**src/rtl/fir_filter_if.sv**
```systemverilog
// Sample stream bundle between a source (master) and the FIR filter (slave).
interface fir_filter_if #(
  parameter int DATA_W = 16
);
  logic signed [DATA_W-1:0] x_in;
  logic signed [DATA_W-1:0] y_out;

  modport master (output x_in, input  y_out);
  modport slave  (input  x_in, output y_out);
endinterface

```
**src/rtl/fir_filter.sv**
```systemverilog
// 8-tap symmetric Q1.15 low-pass FIR, one sample per clock, registered saturating output.
// Macro FIR_ROUND_EN selects round-half-up scaling; undefined, the product sum is truncated.
module fir_filter #(
  parameter int DATA_W    = 16,
  parameter int COEF_W    = 16,
  parameter int N_TAPS    = 8,
  parameter int FRAC_BITS = 15
) (
  input  logic        clk,
  input  logic        rst_n,
  fir_filter_if.slave bus
);
  localparam int ACC_W = DATA_W + COEF_W + $clog2(N_TAPS);

  // Coefficients sum to 32768, i.e. exactly 1.0 in Q1.15 (unity DC gain).
  localparam logic signed [COEF_W-1:0] COEF [N_TAPS] = '{
    COEF_W'(1024), COEF_W'(2048), COEF_W'(4096), COEF_W'(9216),
    COEF_W'(9216), COEF_W'(4096), COEF_W'(2048), COEF_W'(1024)
  };

  localparam logic signed [ACC_W:0] HALF  = (ACC_W+1)'(2 ** (FRAC_BITS - 1));
  localparam logic signed [ACC_W:0] Y_MAX = (ACC_W+1)'((2 ** (DATA_W - 1)) - 1);
  localparam logic signed [ACC_W:0] Y_MIN = (ACC_W+1)'(-(2 ** (DATA_W - 1)));

  logic signed [DATA_W-1:0] x_d_q [N_TAPS];
  logic signed [ACC_W-1:0]  prod  [N_TAPS];
  logic signed [ACC_W-1:0]  acc_d;
  logic signed [ACC_W:0]    scaled_d;
  logic signed [DATA_W-1:0] y_d;
  logic signed [DATA_W-1:0] y_q;

  for (genvar gi = 0; gi < N_TAPS; gi++) begin : g_tap
    assign prod[gi] = ACC_W'(x_d_q[gi]) * ACC_W'(COEF[gi]);
  end

  always_comb begin
    acc_d = '0;
    for (int i = 0; i < N_TAPS; i++) begin
      acc_d = acc_d + prod[i];
    end
  end

  // One guard bit above the accumulator keeps the rounding offset from overflowing.
  always_comb begin
`ifdef FIR_ROUND_EN
    scaled_d = ((ACC_W+1)'(acc_d) + HALF) >>> FRAC_BITS;
`else
    scaled_d = (ACC_W+1)'(acc_d) >>> FRAC_BITS;
`endif
    y_d = scaled_d[DATA_W-1:0];
    if (scaled_d > Y_MAX) begin
      y_d = Y_MAX[DATA_W-1:0];
    end else if (scaled_d < Y_MIN) begin
      y_d = Y_MIN[DATA_W-1:0];
    end
  end

  always_ff @(posedge clk or negedge rst_n) begin
    if (!rst_n) begin
      for (int i = 0; i < N_TAPS; i++) begin
        x_d_q[i] <= '0;
      end
      y_q <= '0;
    end else begin
      x_d_q[0] <= bus.x_in;
      for (int i = 1; i < N_TAPS; i++) begin
        x_d_q[i] <= x_d_q[i-1];
      end
      y_q <= y_d;
    end
  end

  assign bus.y_out = y_q;
endmodule

```
**src/flat_wrapper.sv**
```systemverilog
// flat-port wrapper written by rule: the top's interface ports become plain ports
module fir_filter_flat 
#(
  parameter int DATA_W    = 16,
  parameter int COEF_W    = 16,
  parameter int N_TAPS    = 8,
  parameter int FRAC_BITS = 15
)
  (clk, rst_n, bus_x_in, bus_y_out);
  fir_filter_if #(.DATA_W(DATA_W)) bus_i ();
  input  logic clk;
  input  logic rst_n;
  input wire logic [$bits(bus_i.x_in)-1:0] bus_x_in;
  output wire logic [$bits(bus_i.y_out)-1:0] bus_y_out;
  assign bus_i.x_in = bus_x_in;
  assign bus_y_out = bus_i.y_out;
  fir_filter #(.DATA_W(DATA_W), .COEF_W(COEF_W), .N_TAPS(N_TAPS), .FRAC_BITS(FRAC_BITS)) u_core (.clk(clk), .rst_n(rst_n), .bus(bus_i));
endmodule
```
**config.mk**
```make
export PLATFORM = sky130hd
export DESIGN_NAME = fir_filter_flat
export DESIGN_NICKNAME = d
export VERILOG_FILES = /design/src/rtl/fir_filter_if.sv /design/src/rtl/fir_filter.sv /design/src/flat_wrapper.sv
export SDC_FILE = /design/constraint.sdc
export NUM_CORES = 1
export LEC_CHECK = 0
export CORE_UTILIZATION = 65
export CTS_BUF_LIST = sky130_fd_sc_hd__clkbuf_4 sky130_fd_sc_hd__clkbuf_8
export DETAILED_ROUTE_END_ITERATION = 7
export GPL_TIMING_DRIVEN = 0
export PLACE_DENSITY = 0.84
export SYNTH_ARGS = -nofsm -noshare
export SYNTH_HDL_FRONTEND = slang
export SYNTH_SLANG_ARGS = --single-unit
```
**constraint.sdc**
```tcl
create_clock -name clk -period 19.6 [get_ports clk]
set_input_delay 3.92 -clock clk [delete_from_list [all_inputs] [get_ports clk]]
set_output_delay 3.92 -clock clk [all_outputs]
set_load 0.005 [all_outputs]
```
### Yosys cells after proc, flatten, opt, wreduce, memory -nomap -nowiden

Index checks and enable logic that the tools add are counted.

* logic and storage cells: 22
* latch bits: 0
* input port bits: 18
* register bits after elaboration: 144
* output and inout port bits: 16
* memory bits (read-only): 0
* memories kept: 0
* memory bits (writable): 0

* bitwise gates (word level): 0
* reductions and logical operators: 0
* $add $sub $neg: 7
* magnitude comparators: 2
* shift-type cells: 0
* equal/unequal tests: 0
* multiplexer cells: 2
* multiply operators: 2
* divide/modulo/power cells: 0

Operators with widths (count)
* $add 35x35->35: 2
* $mul 16x5->21 const B: 2
* $add 35x26->35: 1
* $add 35x27->35: 1
* $add 35x28->35: 1
* $mux 16: 2
* $add 28x28->29: 1
* $add 26x27->28: 1
* $gt 20x16->1 const B: 1
* $lt 20x16->1 const B: 1

### Logic depth before layout (Yosys ltp)

* depth after elaboration: 10
* gate-level depth with buffers: 28
* depth with buffers taken out: 27

### Least setup slack after synthesis

Ideal clock, no wire load.

* path type: register to register
* start: reg u_core.x_d_q[80] in the netlist's numbering
* end: reg u_core.y_q[8], in the netlist u_core.bus.y_out[8]
* setup slack: 12886 ps
* stages on the path, launching flop included: 27
* setup time: 118 ps
* buffers on the path: 1
* required time: 19482 ps
* clock period less this slack: 6714 ps
* arrival time: 6596 ps
* cells stage by stage: dfrtp_1 fa_1 ha_1 inv_1 fa_1 nor2b_1 o21ai_1 a21boi_0 o41ai_1 o21ai_1 or4_1 a311o_1 a21oi_1 xnor2_1 fa_1 fa_1 fa_1 inv_1 ha_1 and3_1 o311a_4 o21a_1 or4_4 a211oi_2 a211oi_2 buf_6 a21o_1

* cells in the longest elaborated chain, start to end: 9
* elaborated cells on any way between the ends: 10
* classes of those cells: add/sub: 6; order compare: 2; mux: 2

Ends and longest elaborated chain
* start, declared: RTL line fir_filter.sv:25 `logic signed [DATA_W-1:0] x_d_q [N_TAPS];`
* start signal, assigned by index: RTL line fir_filter.sv:67 `x_d_q[i] <= x_d_q[i-1];`
* $add 28x28->29 (*): RTL line fir_filter.sv:39 `acc_d = acc_d + prod[i];`
* $add 35x35->35 (*) (2 in series): RTL line fir_filter.sv:39
* $add 35x28->35 (*): RTL line fir_filter.sv:39
* $add 35x27->35 (*): RTL line fir_filter.sv:39
* $add 35x26->35 (*): RTL line fir_filter.sv:39
* $lt 20x16->1: RTL line fir_filter.sv:53 `end else if (scaled_d < Y_MIN) begin`
* $mux 16: RTL line fir_filter.sv:53
* $mux 16 (*): RTL line fir_filter.sv:51 `if (scaled_d > Y_MAX) begin`
* via u_core.y_d[8]: RTL line fir_filter.sv:29 `logic signed [DATA_W-1:0] y_d;`
* end signal, assigned: RTL line fir_filter.sv:69 `y_q <= y_d;`
* end, declared: RTL line fir_filter.sv:30 `logic signed [DATA_W-1:0] y_q;`

Mark *: on every way through the listed nets, which the timed path passes. The rest lies on a longest branch.

### Worst setup path in the final report

* start: reg u_core.x_d_q[80] in the netlist's numbering
* end: reg u_core.y_q[7], in the netlist u_core.bus.y_out[7]

Same word-level chain as after synthesis.

==> flow_summary.json <==
{
  "synthTopCellsByArea": "dfrtp_1, fa_1, ha_1",
  "drt_iter0_markers": 238,
  "tns_ns": 0,
  "drc": 0,
  "synth_seq_cells": 144,
  "cts-resized-gates": 0,
  "fill_cells": 826,
  "clock_latency_ns": 0.45,
  "r2r_cells": 28,
  "clock.fmax_mhz": 130.8,
  "gr-total-overflow": 0,
  "wl_per_cell_um": 17.35,
  "grt_pass1_wl_mm": 29.18,
  "syn_area_per_cell_um2": 12.22,
  "drtPass1Iterations": 5,
  "layout.cells.non_filler": 997,
  "crit_slowest_cell": "fa_1",
  "nets": 1019,
  "criticalPathCategory": "reg2reg",
  "core_um2": 13830,
  "numCtsBuffers": 17,
  "diodes": 0,
  "drive_above_1_share_pct": 5.630,
  "antenna_found_initial": 0,
  "grt_start_max_net_pins": 84,
  "fp.dieH_um": 120.9,
  "ys_types": 52,
  "cp_max_fo": 10,
  "cts_hold_buf": 0,
  "cpPeakStageDelay_ns": 0.58,
  "hold_path.class": "reg2reg",
  "dpl.cell_count": 966,
  "cts_tree": "done",
  "crit_top_cell": "fa_1",
  "ys.flop_type": "dfrtp_1",
  "period_needed_ns": 7.646,
  "syn_area_um2": 9186,
  "grtUsageTotal_pct": 26.61,
  "fin_worst_skew_ns": 0.008090,
  "cp-start-kind": "register",
  "slew_headroom_pct": 59.00,
  "rsz0062_at_grt": "false",
  "area_growth_syn_to_layout_pct": 11.48,
  "post-route-period-util_pct": 39.01,
  "slew_violations": 0,
  "ioPinCount": 34,
  "yosysTopAreaCellShare_pct": 39.23,
  "setup-violations-final": 0,
  "synth_top_area_cell": "dfrtp_1",
  "clk_pin_slew_ns": 0.08,
  "clock_path_buffers": 2,
  "endpoint_kind": "register",
  "ys.warnings.count": 0,
  "status": "finished, final reports clean",
  "cp.required_ns": 19.99,
  "regArea_um2": 3603,
  "routed_wl_mm": 17.30,
  "die-area_um2": 14610,
  "worst_pin_slew_ns": 0.6150,
  "multi_input_area_um2": 5127,
  "min_path_cells": 0,
  "cp_data_arrival_time_ns": 8.04,
  "synth_edf_count": 0,
  "clock-root-buffer": "clkbuf_8",
  "antenna_left": 0,
  "maxCapViolCount": 0,
  "initial_core_util_pct": 66.44,
  "first_global_vias": 6252,
  "dp_hpwl_mm": 13.56,
  "clkSinkCount": 144,
  "synth_fp_nets": 966,
  "post_cts.repair.setup_buffers": 0,
  "num_vias": 5612,
  "htreeDepth": 4,
  "gp_congestion": 0.9146,
  "die_w_um": 120.9,
  "seq_area_frac_synth_pct": 39.23,
  "synthCells": 752,
  "io_buffers": 33,
  "ys_async_sr_fraction_pct": 100.0,
  "final_hold_viol_count": 0,
  "via_per_inst": 5.629,
  "rows": 43
}
synthesized netlist by cell type, types with 7 or more instances:
master / n
a21oi_1: 27
nor3_1: 10
xor2_1: 25
dfrtp_1: 144
ha_1: 98
nor2_1: 25
fa_1: 98
nand2b_1: 9
o21a_1: 8
nand3_1: 12
nor2b_1: 7
xnor2_1: 32
a21o_1: 25
inv_1: 117
or3_1: 8
o21ai_0: 23
nand2_1: 17
cell families (layout without fill, tap and decap cells):
kind of cell             count (synthesis)  count (layout)  share of synthesized area (%)
XOR/XNOR                                57              57                          5.434
AO/OA/AOI/OAI                          130             130                          9.807
AND/OR/NAND/NOR                        106             106                          5.870
buffers and inverters                  119             184                          4.958
adder cells (fa/ha/maj)                196             196                          34.70
flip-flops                             144             144                          39.23
worst max-delay path: cells and delay by family, from the launching register on:
kind	cells	cell delay [ns]
simple gates	2	0.54
fa+ha+maj	7	2.84
compound gates	14	3.10
buf+inv	4	0.52
flops	1	0.41
xor+xnor	1	0.16
layout by cell type (no fill, tap or decap), drive strengths merged, types with 6 or more instances in the layout:
master	count
and3	6
o21a	8
nand3	12
clkbuf	22
a21o	25
ha	98
fa	98
nand2	17
nand2b	9
nor2	25
xnor2	32
o21ai	26
clkdlybuf4s50	32
xor2	25
nor3	10
dfrtp	144
nor2b	7
or3	8
inv	117
a21oi	30
area by class of cell:
class	instances	area share (%)
plain buffers	2	0.1588
clock buffers	22	2.834
clock inverters	9	1.759
inverters	117	4.288
multi-input cells	489	50.07
flip-flops and latches	144	35.19
well taps	180	2.199
repair buffers	34	3.506
metal layers:
layer	vias to the layer above	wire length (um)	track usage [%]	part of all wire, %
met5	-	0	0	0
met1	2822	7174	33.17	41
li1	2612	-	-	-
met4	0	466	11.65	2.7
met2	136	8937	45.36	52
met3	42	720	5.169	4.2
per-stage QoR:
step	setup WS (ns)	hold slack, ns	area, um^2	utilization, %
6_report	11.95	0.3840	10240	74.07
5_1_grt	11.60	0.3906	10240	74.07
4_1_cts	11.98	0.3875	10240	74.07
3_5_place_dp	12.03	0.3581	9771	70.66
3_3_place_gp	9.043	0.3582	9742	70.46
2_1_floorplan	12.89	0.3537	9186	-
path summary, 6_finish.rpt:
path / from / end / slack (ns)
setup / recovery: u_core.x_d_q[80] / u_core.bus.y_out[7] / 11.95
max in group asynchronous: rst_n / u_core.x_d_q[111] / 15.38
min in group asynchronous: rst_n / u_core.bus.y_out[1] / 3.44
hold reg to reg: u_core.x_d_q[95] / u_core.x_d_q[79] / 0.38
setup reg to reg: u_core.x_d_q[80] / u_core.bus.y_out[7] / 11.95
hold / removal: u_core.x_d_q[95] / u_core.x_d_q[79] / 0.38
state kept, by name, indices dropped and copies added (netlist names):
signal	cells
u_core.bus.y_out	16
u_core.x_d_q	128
Power is not shown: default switching activity piles up to over one toggle a cycle in this logic, so the estimate is an artifact.
